`config.mk`:
```
export PLATFORM = sky130hd
export DESIGN_NAME = main_controller_flat
export DESIGN_NICKNAME = d
export VERILOG_FILES = /design/src/rtl/main_controller_if.sv /design/src/rtl/main_controller.sv /design/src/flat_wrapper.sv
export SDC_FILE = /design/constraint.sdc
export NUM_CORES = 1
export LEC_CHECK = 0
export ABC_AREA = 1
export BUFFER_PORTS_ARGS = -buffer_cell sky130_fd_sc_hd__buf_2
export CAP_MARGIN = 20
export CORE_ASPECT_RATIO = 0.6
export CORE_MARGIN = 8
export CORE_UTILIZATION = 30
export DETAILED_ROUTE_END_ITERATION = 8
export HOLD_SLACK_MARGIN = 0.05
export PLACE_DENSITY = 0.41
export RECOVER_POWER = 100
export SLEW_MARGIN = 10
export SYNTH_ARGS = -nofsm -noshare
export SYNTH_HDL_FRONTEND = slang
export SYNTH_SLANG_ARGS = --single-unit
```
`constraint.sdc`:
```
create_clock -name clk -period 2.15 [get_ports clk]
set_input_delay 0.43 -clock clk [delete_from_list [all_inputs] [get_ports clk]]
set_output_delay 0.43 -clock clk [all_outputs]
set_load 0.1 [all_outputs]
```
`src/rtl/main_controller_if.sv`:
```
// Pixel load, readback and status bundle of the skeletonization engine.
// The master side loads pixels and reads the result; the slave is the engine.
interface main_controller_if #(
  parameter int N          = 8,
  parameter int pixelWidth = 8
);
  localparam int bitSize = $clog2(N * N);

  logic                  we;
  logic [pixelWidth-1:0] data_in;
  logic [bitSize-1:0]    rd_addr;
  logic                  rd_data;
  logic                  busy;
  logic                  done;
  logic [7:0]            iter_count;

  modport master (
    output we, data_in, rd_addr,
    input  rd_data, busy, done, iter_count
  );

  modport slave (
    input  we, data_in, rd_addr,
    output rd_data, busy, done, iter_count
  );
endinterface

```
`src/rtl/main_controller.sv`:
```
// Skeletonization engine: half-rate image load, binarize, then
// Zhang-Suen thinning until an iteration deletes nothing.
module main_controller #(
  parameter int N = 8
) (
  input logic             clk,
  input logic             rst_n,
  main_controller_if.slave bus
);
  localparam int NN      = N * N;
  localparam int bitSize = $clog2(NN);
  localparam logic [bitSize-1:0] LAST = bitSize'(NN - 1);
  localparam logic [bitSize-1:0] ONE  = bitSize'(1);

  typedef enum logic [2:0] {
    IDLE, LOAD, PASS1, COMMIT1,
    PASS2, COMMIT2, CHECK, DONE
  } state_t;

  state_t             state;
  logic               phase;
  logic [bitSize-1:0] wr_addr;
  logic [bitSize-1:0] scan;
  logic [NN-1:0]      img;
  logic [NN-1:0]      del;
  logic               changed;
  logic               busy;
  logic               done;
  logic [7:0]         iter_count;
  logic               cap;
  logic               pix;
  logic               mark;

  assign cap            = bus.we && phase;
  assign pix            = |bus.data_in;
  assign bus.rd_data    = img[bus.rd_addr];
  assign bus.busy       = busy;
  assign bus.done       = done;
  assign bus.iter_count = iter_count;

  function automatic logic px(
    input logic [NN-1:0] im,
    input int            r,
    input int            c
  );
    logic [bitSize-1:0] i;
    i = bitSize'(r * N + c);
    if (r < 0 || r >= N || c < 0 || c >= N)
      return 1'b0;
    return im[i];
  endfunction

  // nb[0..7] = P2..P9, clockwise from north
  always_comb begin
    int         r;
    int         c;
    logic [7:0] nb;
    logic [3:0] b;
    logic [3:0] a;
    logic       side;
    r     = int'(scan) / N;
    c     = int'(scan) % N;
    nb[0] = px(img, r - 1, c);
    nb[1] = px(img, r - 1, c + 1);
    nb[2] = px(img, r, c + 1);
    nb[3] = px(img, r + 1, c + 1);
    nb[4] = px(img, r + 1, c);
    nb[5] = px(img, r + 1, c - 1);
    nb[6] = px(img, r, c - 1);
    nb[7] = px(img, r - 1, c - 1);
    b = '0;
    a = '0;
    for (int i = 0; i < 8; i++) begin
      b = b + 4'(nb[3'(i)]);
      a = a + 4'(!nb[3'(i)] && nb[3'(i + 1)]);
    end
    if (state == PASS1)
      side = !(nb[0] && nb[2] && nb[4]) &&
             !(nb[2] && nb[4] && nb[6]);
    else
      side = !(nb[0] && nb[2] && nb[6]) &&
             !(nb[0] && nb[4] && nb[6]);
    mark = img[scan] && b >= 4'd2 && b <= 4'd6 &&
           a == 4'd1 && side;
  end

  always_ff @(posedge clk or negedge rst_n) begin
    if (!rst_n) begin
      state      <= IDLE;
      phase      <= 1'b0;
      wr_addr    <= '0;
      scan       <= '0;
      img        <= '0;
      del        <= '0;
      changed    <= 1'b0;
      busy       <= 1'b0;
      done       <= 1'b0;
      iter_count <= '0;
    end else begin
      phase <= ~phase;
      unique case (state)
        IDLE: begin
          if (cap) begin
            img[0]  <= pix;
            wr_addr <= ONE;
            state   <= LOAD;
          end
        end
        LOAD: begin
          if (cap) begin
            img[wr_addr] <= pix;
            if (wr_addr == LAST) begin
              wr_addr <= '0;
              scan    <= '0;
              busy    <= 1'b1;
              state   <= PASS1;
            end else begin
              wr_addr <= wr_addr + ONE;
            end
          end
        end
        PASS1, PASS2: begin
          del[scan] <= mark;
          if (scan == LAST) begin
            scan  <= '0;
            state <= (state == PASS1) ? COMMIT1 : COMMIT2;
          end else begin
            scan <= scan + ONE;
          end
        end
        COMMIT1, COMMIT2: begin
          img     <= img & ~del;
          del     <= '0;
          changed <= changed | (|del);
          state   <= (state == COMMIT1) ? PASS2 : CHECK;
        end
        CHECK: begin
          if (iter_count != 8'hFF)
            iter_count <= iter_count + 8'd1;
          if (changed) begin
            changed <= 1'b0;
            state   <= PASS1;
          end else begin
            busy  <= 1'b0;
            done  <= 1'b1;
            state <= DONE;
          end
        end
        DONE: begin
          if (cap) begin
            img[0]     <= pix;
            wr_addr    <= ONE;
            iter_count <= '0;
            busy       <= 1'b1;
            done       <= 1'b0;
            state      <= LOAD;
          end
        end
        default: state <= IDLE;
      endcase
    end
  end
endmodule

```
`src/flat_wrapper.sv`:
```
// flat-port wrapper written by rule: the top's interface ports become plain ports
module main_controller_flat 
#(
  parameter int N = 8
)
  (clk, rst_n, bus_we, bus_data_in, bus_rd_addr, bus_rd_data, bus_busy, bus_done, bus_iter_count);
  main_controller_if #(.N(N), .pixelWidth(8)) bus_i ();
  input logic clk;
  input logic rst_n;
  input wire logic [$bits(bus_i.we)-1:0] bus_we;
  input wire logic [$bits(bus_i.data_in)-1:0] bus_data_in;
  input wire logic [$bits(bus_i.rd_addr)-1:0] bus_rd_addr;
  output wire logic [$bits(bus_i.rd_data)-1:0] bus_rd_data;
  output wire logic [$bits(bus_i.busy)-1:0] bus_busy;
  output wire logic [$bits(bus_i.done)-1:0] bus_done;
  output wire logic [$bits(bus_i.iter_count)-1:0] bus_iter_count;
  assign bus_i.we = bus_we;
  assign bus_i.data_in = bus_data_in;
  assign bus_i.rd_addr = bus_rd_addr;
  assign bus_rd_data = bus_i.rd_data;
  assign bus_busy = bus_i.busy;
  assign bus_done = bus_i.done;
  assign bus_iter_count = bus_i.iter_count;
  main_controller #(.N(N)) u_core (.clk(clk), .rst_n(rst_n), .bus(bus_i));
endmodule
```
After elaboration in Yosys (flattened, before gate mapping)

Cells that the tools add are included.
Widths: inputs -> output; s select.

Register bits: 155
Output and inout bits: 11
Word-level logic and storage cells: 107

$add $sub $neg: 3
Magnitude comparators: 5
Eq/ne operators: 17
Muxes and demuxes: 40
Bitwise operators: 6
Reduce and logical (&&, ||, !) cells: 25

Operators with widths:

| cell                | number |
|---|---|
| $and 64x64->64      | 2 |
| $not 64->64         | 2 |
| $pmux 64 s2         | 1 |
| $pmux 63 s2         | 1 |
| $bwmux 64           | 1 |
| $mux 64             | 1 |
| $reduce_or 64->1    | 1 |
| $mux 6              | 6 |
| $pmux 6 s2          | 2 |
| $lt 6x7->1 const B  | 3 |
| $mux 3              | 6 |
| $mux 8              | 2 |
| $pmux 8 s2          | 1 |
| $pmux 3 s5          | 1 |
| $reduce_and 3->1    | 5 |
| $add 6x1->6 const B | 2 |
| $demux 1 s6         | 2 |
| $eq 3x3->1 const B  | 4 |
| $eq 6x6->1 const B  | 2 |
| $ge 6x1->1 const B  | 2 |
| $ne 2x1->1 const B  | 6 |
| $reduce_bool 2->1   | 6 |
| $mux 1              | 10 |
| $add 8x1->8 const B | 1 |
| 18 further kinds    | 26 |

Logic depth before layout (Yosys ltp)

Word-level depth: 7
Gate-level depth with buffers: 11

Least setup slack after synthesis

OpenSTA, ideal clock, no wires.

Path type: in2out
From: in bus_rd_addr[0]
To: out bus_rd_data
Arrival: 2025 ps
Path slack: -305 ps
Stages: 11
Buffers on the path: 2
Cells stage by stage: clkbuf_1 -> inv_1 -> clkbuf_1 -> nand2_1 -> nand3_1 -> nand3_1 -> nand2_1 -> nand2_1 -> nand3_1 -> nand3_1 -> nand2_1

Cells in the longest elaborated chain, start to end: 2

RTL lines:

| element                      | RTL line              | text |
|---|---|---|
| from (decl)                  | flat_wrapper.sv:12    | `input wire logic [$bits(bus_i.rd_addr)-1:0] bus_rd_addr;` |
| $bmux 1 s6                   | main_controller.sv:36 | `assign bus.rd_data = img[bus.rd_addr];` |
| $mux 1 (not written as such) | main_controller.sv:36 |  |
| to (decl)                    | flat_wrapper.sv:13    | `output wire logic [$bits(bus_i.rd_data)-1:0] bus_rd_data;` |

Every way passes these cells. The select of a mux whose other input is x is not followed.

Worst setup path in the final report

From: reg u_core.img[15]
To: out bus_rd_data

Cells in the longest elaborated chain, start to end: 2

RTL lines:

| element                           | RTL line               | text |
|---|---|---|
| from (decl)                       | main_controller.sv:24  | `logic [NN-1:0] img;` |
| from (signal, indexed assignment) | main_controller.sv:111 | `img[wr_addr] <= pix;` |
| from (signal assigned)            | main_controller.sv:132 | `img <= img & ~del;` |
| $bmux 1 s6                        | main_controller.sv:36  |  |
| $mux 1 (not written as such)      | main_controller.sv:36  |  |

Every way passes these cells. The select of a mux whose other input is x is not followed.

==> flow_summary.toml <==
[outcome]
status = "complete, no violations"

[worst_setup_path]
worstPathMaxFanout = 2
crit_slowest_cell = "dfrtp_1"
crit_type = "reg2out"
cp_num_buf_inv = 1
cp.required_ns = 1.72
max_stage_delay_ns = 0.44
crit_top_cell = "nand2_1"
cp-start-kind = "flop"
cp-end-kind = "primary output"
cp_cell_sequence = "nand2_1, nand3_1, nand3_1, nand2_1, nand2_1, nand3_2, nand3_2, nand2_2, buf_12"
crit_family = "simple AND/OR/NAND/NOR gates"
arrival_ns = 1.69

[placed_design]
place_congestion = 0.896
portBuffers = 27
dpl.hpwl_mm = 23.9
pre_cts_ws_ns = 0.0544

[routing]
routedWlPerCell_um = 21.5
num_vias = 7681
viasPerCell = 5.28
first_iter_violations = 785
firstDrtPassIters = 5
route.detailed.drc = 0
ant_nets = 0
drt_wl_total_mm = 31.3

[die]
core_sq_um = 26500
die_area_sq_um = 32800
ios = 28
rows = 46
die_w_um = 229
fp.dieH_um = 144
start_util_pct = 30.6

[layout]
diodes = 0
layout.nets = 1101
drive_gt1_share_pct = 14.4
final_cell_mix = "nand2_1, dfrtp_1, inv_1, nor2_1, nand3_1"
fin_util_pct = 36.7
layout_commonest_cell = "nand2_1"
area.growth.synth_to_final_pct = 19.8

[yosys]
yosys_most_used_dff = "dfrtp_1"
synthArstFlopShare_pct = 100
synth_fa_ha_area_share_pct = 0.462
synth_top_family_by_area = "simple AND/OR/NAND/NOR gates"
syn_inst = 1003
yosysUniqueCellTypes = 43
synth-edff-count = 0
ys_seq_elements = 155
synth_fp_nets = 1023
syn_area_sq_um = 8130
synth_mux_area_share_pct = 0
syn_avg_cell_area_sq_um = 8.11
synth_compound_area_share_pct = 16.7
ys_warn_count = 0
synth-simple-area-share_pct = 25.9
synth-seq-area-share_pct = 47.7
synth_xor_area_share_pct = 0.431

[clock_network]
cts_buffers = 17
cts.sinks = 155
cts_tree = "yes"
clockBufferDepth = 2
clk_pin_slew_ns = 0.07
insertion_delay_ns = 0.45
cts_root_buf = "clkbuf_16"
cts-htree-levels = 4

[sta]
fin_crit_sh_pct = 98.6
fin_ws_ns = 0.0310
fin_crit_ns = 2.12
relSlewSlack_pct = 18.3
final-setup-viol-count = 0
rsz0062_at_grt = "true"
hold_viol = 0
hold_ws_ns = 0.439
slew_viol_final = 0
fmax_mhz = 472
worst_slew_pin_slew_ns = 1.23
finClkSkew_ns = 0.00995

[power_and_ir_drop]
ir_drop_v = 0.000593
p_per_area_nw_per_um2 = 1170
p_leak_uw = 0.00439

[global_route]
grt_pass1_vias = 7489
gr-usage-all-layers_pct = 19.7
grt_max_degree = 51
grt.overflow.total = 0
grt_pass1_wl_mm = 48.3
antenna_found_initial = 0

[min_path]
hold_class = "reg2reg"

[flow_run]
maxCapViolations = 0
-- stage by stage --
stage / instances / total power [uW] / TNS (ns) / instance area (sq um)
after global placement: 1420 / 8080 / 0 / 9160
after global routing: 1454 / 11900 / -0.851 / 9740
after detailed placement: 1420 / 8030 / 0 / 9160
after floorplan: 1003 / 6250 / -0.0592 / 8140
after CTS: 1454 / 11500 / 0 / 9840
final: 1454 / 11400 / 0 / 9740
-- per-layer routing --
layer / up-vias / part of all wire (%) / GRT usage, %
li1: 3609 / - / -
met1: 3798 / 54 / 31.0
met2: 247 / 38 / 25.7
met3: 27 / 6.5 / 4.41
met4: 0 / 1.5 / 5.32
met5: - / 0 / 0
-- worst paths after layout --
check,from,end,slack (ns),depth (start not counted)
max,u_core.img[15],bus_rd_data,0.03,9
min,u_core.phase,u_core.phase,0.44,1
max reg2reg,u_core.state[1],u_core.img[25],0.13,8
min in group asynchronous,rst_n,u_core.bus.iter_count[2],0.78,2
max in group asynchronous,rst_n,u_core.del[27],0.24,3
min reg2reg,u_core.phase,u_core.phase,0.44,1
-- report_power, final --
part | leakage (uW) | internal, uW | switching, uW
combinational | 0.00199 | 1090 | 3260
sequential | 0.00208 | 3220 | 389
clock | 0.000316 | 2110 | 1300
total | 0.00439 | 6420 | 4940
-- cell usage after synthesis (2+ instances only) --
master / instances / share of area (%)
o22ai_1: 4 / 0.31
o221ai_1: 21 / 2.3
a311oi_1: 32 / 3.4
o21ai_1: 3 / 0.18
nand3_1: 88 / 5.4
a211oi_1: 48 / 4.4
o211ai_1: 4 / 0.37
nand2_4: 2 / 0.28
buf_4: 2 / 0.18
nand4_1: 32 / 2.5
buf_1: 5 / 0.23
dfrtp_1: 155 / 48
buf_6: 2 / 0.28
nor3_2: 2 / 0.25
nand2_1: 180 / 8.3
clkbuf_1: 10 / 0.46
inv_2: 4 / 0.18
ha_1: 3 / 0.46
o21a_1: 2 / 0.18
nor2_2: 4 / 0.31
buf_2: 27 / 1.7
xor2_1: 3 / 0.32
inv_1: 124 / 5.7
a21oi_1: 42 / 2.6
nor2_1: 110 / 5.1
nor3_1: 26 / 1.6
nor2_4: 5 / 0.69
nand2_2: 5 / 0.38
o21ai_0: 37 / 2.3
nor4_1: 8 / 0.62
-- sequential cells by signal, summed over array words and instances, names as in the netlist --
name / flops
u_core.state: 3
u_core.img: 64
u_core.bus.busy: 1
u_core.phase: 1
u_core.wr_addr: 6
u_core.del: 64
u_core.bus.done: 1
u_core.changed: 1
u_core.scan: 6
u_core.bus.iter_count: 8
-- cells by family after synthesis --
kind of cell	Yosys count
fa+ha+maj	3
compound gates	199
buf+inv	176
simple gates	466
flops	155
xor+xnor	4
-- timing repair --
| item | CTS | global route |
|---|---|---|
| hold buffers | 1 | 0 |
| pin swaps | 0 | 6 |
| endpoints found under the setup margin | 1 | 1 |
| setup buffers | 1 | 0 |
| gates resized for setup | 1 | 3 |
| gates cloned | 0 | 0 |
| endpoints found under the hold margin | 40 | 0 |
-- area by class of cell --
cell class	count	area [sq um]
timing repair buffer	106	752
multi-input combinational	672	3520
inverter	129	487
tap	360	450
fill	2818	16800
clock buffer	20	457
sequential	155	3880
clock inverter	12	194
Note: power is estimated with default switching activity, not from simulation.
